[src/rtl/phase_pkg.sv]
// phase_pkg
// Constants and types shared by phase1, phase1_loader and their benches.
//   DATA_WIDTH : element width in bits
//   NUM_ELEMS  : elements per vector (x and teta each)
//   N_BIT      : element index width
//   VEC_W      : width of one packed vector
//   LAST_IDX   : index of the final element of a vector
//   state_e    : loader frame state

package phase_pkg;

    localparam int unsigned DATA_WIDTH = 8;
    localparam int unsigned NUM_ELEMS  = 8;
    localparam int unsigned N_BIT      = $clog2(NUM_ELEMS);
    localparam int unsigned VEC_W      = NUM_ELEMS * DATA_WIDTH;

    localparam logic [N_BIT-1:0] LAST_IDX = N_BIT'(NUM_ELEMS - 1);

    typedef enum logic [1:0] {
        LOAD_X = 2'd0,
        LOAD_T = 2'd1,
        HOLD   = 2'd2
    } state_e;

    // Lowest-numbered (most significant, since vectors are declared [0:VEC_W-1])
    // bit of element k within a packed vector.
    function automatic int unsigned elem_base(input int unsigned k);
        return k * DATA_WIDTH;
    endfunction

endpackage

[src/rtl/phase1_loader.sv]
// phase1_loader
// Serial-to-parallel front end for phase1. Accepts one element per cycle over a
// valid/ready stream: NUM_ELEMS elements of x, then NUM_ELEMS elements of teta,
// with in_last on the final element. A complete frame is presented on x_out /
// teta_out with out_valid until the consumer asserts out_ready.
//
// Ports
//   clk       in   rising-edge clock
//   rst       in   synchronous active-high reset
//   in_valid  in   in_data / in_last valid
//   in_ready  out  element accepted this cycle if in_valid is also high
//   in_data   in   element, unsigned
//   in_last   in   final element of the frame
//   x_out     out  packed x, element k at bits [k*DATA_WIDTH +: DATA_WIDTH]
//   teta_out  out  packed teta, same packing
//   out_valid out  x_out / teta_out hold a complete frame
//   out_ready in   consumer has taken the frame
//   frame_err out  one-cycle pulse on a framing violation

module phase1_loader
    import phase_pkg::*;
(
    input  logic                  clk,
    input  logic                  rst,
    input  logic                  in_valid,
    output logic                  in_ready,
    input  logic [DATA_WIDTH-1:0] in_data,
    input  logic                  in_last,
    output logic [0:VEC_W-1]      x_out,
    output logic [0:VEC_W-1]      teta_out,
    output logic                  out_valid,
    input  logic                  out_ready,
    output logic                  frame_err
);

    state_e             state_q, state_d;
    logic [N_BIT-1:0]   idx_q, idx_d;
    logic [0:VEC_W-1]   x_q, x_d;
    logic [0:VEC_W-1]   t_q, t_d;
    logic               out_valid_q, out_valid_d;
    logic               frame_err_q, frame_err_d;

    logic                 accept;
    logic                 idx_last;
    logic                 x_wr;
    logic                 t_wr;
    logic [NUM_ELEMS-1:0] elem_sel;

    // in_ready is deliberately combinational on rst so that nothing is
    // accepted in a cycle whose edge is going to reset the block anyway.
    assign in_ready = (state_q != HOLD) && !rst;
    assign accept   = in_valid && in_ready;
    assign idx_last = (idx_q == LAST_IDX);

    // A byte is only stored when it is framed correctly: in_last must be high
    // exactly on the final teta element and low everywhere else. Badly framed
    // bytes are dropped.
    assign x_wr = accept && (state_q == LOAD_X) && !in_last;
    assign t_wr = accept && (state_q == LOAD_T) && (in_last == idx_last);

    // One-hot element decode of the write index.
    always_comb begin
        elem_sel = '0;
        for (int k = 0; k < int'(NUM_ELEMS); k++) begin
            elem_sel[k] = (idx_q == N_BIT'(k));
        end
    end

    // Vector write datapath.
    always_comb begin
        x_d = x_q;
        t_d = t_q;
        for (int unsigned k = 0; k < NUM_ELEMS; k++) begin
            if (x_wr && elem_sel[k]) begin
                x_d[elem_base(k) +: DATA_WIDTH] = in_data;
            end
            if (t_wr && elem_sel[k]) begin
                t_d[elem_base(k) +: DATA_WIDTH] = in_data;
            end
        end
    end

    // Frame control: state, index, presentation and error pulse.
    always_comb begin
        state_d     = state_q;
        idx_d       = idx_q;
        out_valid_d = out_valid_q;
        frame_err_d = 1'b0;

        case (state_q)
            LOAD_X: begin
                if (accept) begin
                    if (in_last) begin
                        // Frame ended inside x: drop the byte and resync.
                        frame_err_d = 1'b1;
                        idx_d       = '0;
                        state_d     = LOAD_X;
                    end else if (idx_last) begin
                        idx_d   = '0;
                        state_d = LOAD_T;
                    end else begin
                        idx_d = idx_q + 1'b1;
                    end
                end
            end

            LOAD_T: begin
                if (accept) begin
                    if (idx_last && in_last) begin
                        idx_d       = '0;
                        out_valid_d = 1'b1;
                        state_d     = HOLD;
                    end else if (idx_last || in_last) begin
                        // Either in_last came early or it is missing on the
                        // final element; in both cases the frame is dropped.
                        frame_err_d = 1'b1;
                        idx_d       = '0;
                        state_d     = LOAD_X;
                    end else begin
                        idx_d = idx_q + 1'b1;
                    end
                end
            end

            HOLD: begin
                // in_ready is low here, so a simultaneous in_valid waits for
                // the next cycle.
                if (out_valid_q && out_ready) begin
                    out_valid_d = 1'b0;
                    idx_d       = '0;
                    state_d     = LOAD_X;
                end
            end

            default: begin
                state_d     = LOAD_X;
                idx_d       = '0;
                out_valid_d = 1'b0;
            end
        endcase
    end

    always_ff @(posedge clk) begin
        if (rst) begin
            state_q     <= LOAD_X;
            idx_q       <= '0;
            x_q         <= '0;
            t_q         <= '0;
            out_valid_q <= 1'b0;
            frame_err_q <= 1'b0;
        end else begin
            state_q     <= state_d;
            idx_q       <= idx_d;
            x_q         <= x_d;
            t_q         <= t_d;
            out_valid_q <= out_valid_d;
            frame_err_q <= frame_err_d;
        end
    end

    assign x_out     = x_q;
    assign teta_out  = t_q;
    assign out_valid = out_valid_q;
    assign frame_err = frame_err_q;

endmodule

[config.mk]
export PLATFORM = sky130hd
export DESIGN_NAME = phase1_loader
export DESIGN_NICKNAME = d
export VERILOG_FILES = /design/src/rtl/phase_pkg.sv /design/src/rtl/phase1_loader.sv
export SDC_FILE = /design/constraint.sdc
export NUM_CORES = 1
export LEC_CHECK = 0
export BUFFER_PORTS_ARGS = -buffer_cell sky130_fd_sc_hd__buf_2
export CAP_MARGIN = 20
export CORE_ASPECT_RATIO = 0.6
export CORE_MARGIN = 3
export CORE_UTILIZATION = 25
export DETAILED_ROUTE_END_ITERATION = 8
export PLACE_DENSITY_LB_ADDON = 0.12
export REMOVE_ABC_BUFFERS = 1
export SYNTH_ARGS = -nofsm -noshare
export SYNTH_HDL_FRONTEND = slang
export SYNTH_SLANG_ARGS = --single-unit
export TNS_END_PERCENT = 50
[constraint.sdc]
create_clock -name clk -period 6.55 [get_ports clk]
set_input_delay 0.655 -clock clk [delete_from_list [all_inputs] [get_ports clk]]
set_output_delay 0.655 -clock clk [all_outputs]
set_load 0.005 [all_outputs]
==> results by group <==
Critical path
  • Worst EP required: slightly below 7 ns
  • CP Capture Type: flop
  • CP Data Arrival Time: 3.10 ns
  • Reg2reg setup slack: 3.73 ns
  • Worst setup SP type: flop
  • Worst Path Max Fanout: 12
  • Crit Path Category: flop to flop
  • FF-to-FF path depth: 7

Clocking
  • Max Root-Sink Buffers: 2
  • Hold buffer count at cts: 0
  • Inserted Clock Buffers: 17
  • Clock sinks: between 100 and 150
  • CTS tree: yes
  • Clock-pin transition on the worst setup and hold timing paths: approximately 0.060 ns
  • Post-CTS resize count: 0
  • Number of H-tree levels: 4
  • Setup repair bufs after CTS: 0
  • Worst skew pair latency: 0.42 ns
  • Clock root buffer: clkbuf_16

Synthesis
  • YS warnings: 0
  • Top post-synthesis cells by count: dfxtp_1, nor2_1, mux2i_1
  • Mean Syn Cell Area: ~10 um2
  • Mux contribution to synthesized area: between 20% and 30%
  • Xor and xnor area share after synthesis: 0%
  • Top-count cell post-synth: dfxtp_1
  • Most used DFF post-synth: dfxtp_1
  • Sequential area share after synthesis: a little over half
  • Netlist cell types: 34
  • Number of enable flip-flop cells after synthesis: 0
  • #FFs+latches synth: 135
  • Cells after Synth: 525
  • Yosys top cell area share: a little over half
  • Largest family of logic cells by synthesized area: multiplexers
  • Ys async rst share: 0%
  • Top cells by area, synth: dfxtp_1, mux2i_1, nor2_1
  • Post-synthesis simple-gate area fraction: 17.4%
  • Post-synthesis adder-cell area fraction: roughly 2%
  • Mapped Area: between 5000 and 6000 um2
  • Compound-Gate Fraction of Synth Area: 4.07%
  • Cell taking the most area after synthesis: dfxtp_1

Floorplan
  • Row count: 39
  • Initial Util: 26.3%
  • Chip width: around 190 um
  • Core ar.: 19600 um2
  • I/O pin count: between 100 and 150
  • Chip height: 117 um
  • Die area: between 20000 and 25000 um2

Hold path
  • Hold path depth: 2
  • Worst Hold Class: flop to flop

Pwr
  • Max VDD drop: between 0.00015 and 0.0002 V
  • Power, Total: around 0.002 W
  • Leakage: 3.31 nW
  • Power per cell area: 297 nW/um2

Route
  • Routed WL: about 16 mm
  • Antenna Nets Post-Route: 0
  • Vias/cell: roughly 4.4
  • DRC: 0
  • Routed vias: roughly 4100
  • WL/cell: ~17 um
  • Drt pass-1 iters: 4
  • Initial DRC count: roughly 260

Final layout
  • Antenna cell count: 0
  • Final #Nets: about 670
  • Fin util: ~34%
  • Area grow syn2layout: 31.0%
  • Layout cells sized above 1: a little over a quarter
  • Post-route cell area: 6730 um2

Placed design
  • DP Worst Slack: about 3.7 ns
  • GPL Wtd Cong: a little over 0.8
  • # port buffers: approximately 140
  • Placement Cell Area: ~6000 um2
  • Post-DP HPWL: about 11 mm

Timing
  • Final setup margin: approximately 3.7 ns
  • Slew @ Worst Pin: just under 0.9 ns
  • Final period util: between 40% and 50%
  • Final Hold Fails: 0
  • Setup Skew: roughly 0.0076 ns
  • Total Neg Setup Slack: 0 ns
  • F_max: roughly 350 MHz
  • RSZ-0062 raised after global routing: false
  • Final setup violation count: 0
  • Final min period: around 2.8 ns
  • Worst slew margin: between 40 and 50%
  • Slew Viols, Final: 0

GRT
  • GRT Max-Usage Layer: met2
  • Met2 Use GR: between 20% and 30%
  • Antenna violations before repair: 0
  • First-pass GRT wire length: 24.4 mm
  • GRT overflow: 0
  • Total GRT Usage: around 15%
  • Met3 usage: under 10%
  • Largest net degree at the start of global routing: 74
  • GRT met1 Usage: about a fifth
  • Vias in the first global route: ~4000

Job
  • Max-Cap Viols: 0

Run status
  • Status: finished, final reports clean
logic make-up after synthesis:
kind of cell,Yosys count
AOI/OAI and AO/OA,38
adders and majority gates,8
buffers and inverters,44
DFF,135
muxes,105
and+or+nand+nor,195
flip-flops by register name, indices dropped and copies added, names as in the netlist:
signal,count
out_valid,1
x_out,64
idx_q,3
state_q,2
teta_out,64
frame_err,1
layer usage:
layer,vias up,wire length (um)
met3,12,1500
met4,0,129
met2,127,6350
li1,2023,-
met5,-,0
met1,1925,7880
cell type report:
cell class	count	area [um2]
inverters	9	33.8
repair buffers	144	726
fillers	2018	12800
well taps	266	333
flip-flops and latches	135	2700
clock inverters	11	220
clock buffers	21	460
multi-input cells	346	2250
stage by stage:
| step | hold slack (ns) | cells |
|---|---|---|
| 2_1_floorplan | 0.442 | 490 |
| 3_3_place_gp | 0.440 | 900 |
| 3_5_place_dp | 0.447 | 900 |
| 4_1_cts | 0.456 | 932 |
| 5_1_grt | 0.484 | 932 |
| 6_report | 0.455 | 932 |
path summary, 6_finish.rpt:
path / start / endpoint
setup / recovery: idx_q[2]$_SDFFE_PP0P_ / teta_out[62]$_SDFFE_PP0P_
hold / removal: teta_out[44]$_SDFFE_PP0P_ / teta_out[44]$_SDFFE_PP0P_
setup reg to reg: idx_q[2]$_SDFFE_PP0P_ / teta_out[62]$_SDFFE_PP0P_
hold reg to reg: teta_out[44]$_SDFFE_PP0P_ / teta_out[44]$_SDFFE_PP0P_
critical path, stage by stage (launching register included):
cell,delay (ns)
dfxtp_1,0.56
ha_1,0.29
inv_1,0.06
ha_1,0.30
nor3b_2,0.54
and3_1,0.60
mux2i_1,0.27
nor2_1,0.06
power by group:
part           internal, W  switching [W]  leakage [nW]  total [W]
Clock             0.000736       0.000366         0.331    0.00110
Sequential        0.000826     0.00000319          1.09   0.000829
Combinational    0.0000179      0.0000522          1.89  0.0000701
Total              0.00158       0.000421          3.31    0.00200
cell usage in the layout (no fill, tap or decap), types with 2 or more instances in the layout:
cell         n
nor2_1     107
clkbuf_16   17
nor2b_1      3
nand4_1      5
nand3_1      3
mux2i_1    105
inv_1        7
bufinv_16    6
nand2b_1     2
o22a_1       2
a31oi_1      3
buf_4        2
a21oi_1     29
clkbuf_1     2
and4_1       6
nor3_1       3
nand2_1     53
ha_1         8
nor3_4       2
clkinv_4     4
dfxtp_1    135
clkbuf_8     2
nand4_2      3
clkinv_1     2
buf_2      142
(Power assumes the default switching activity.)
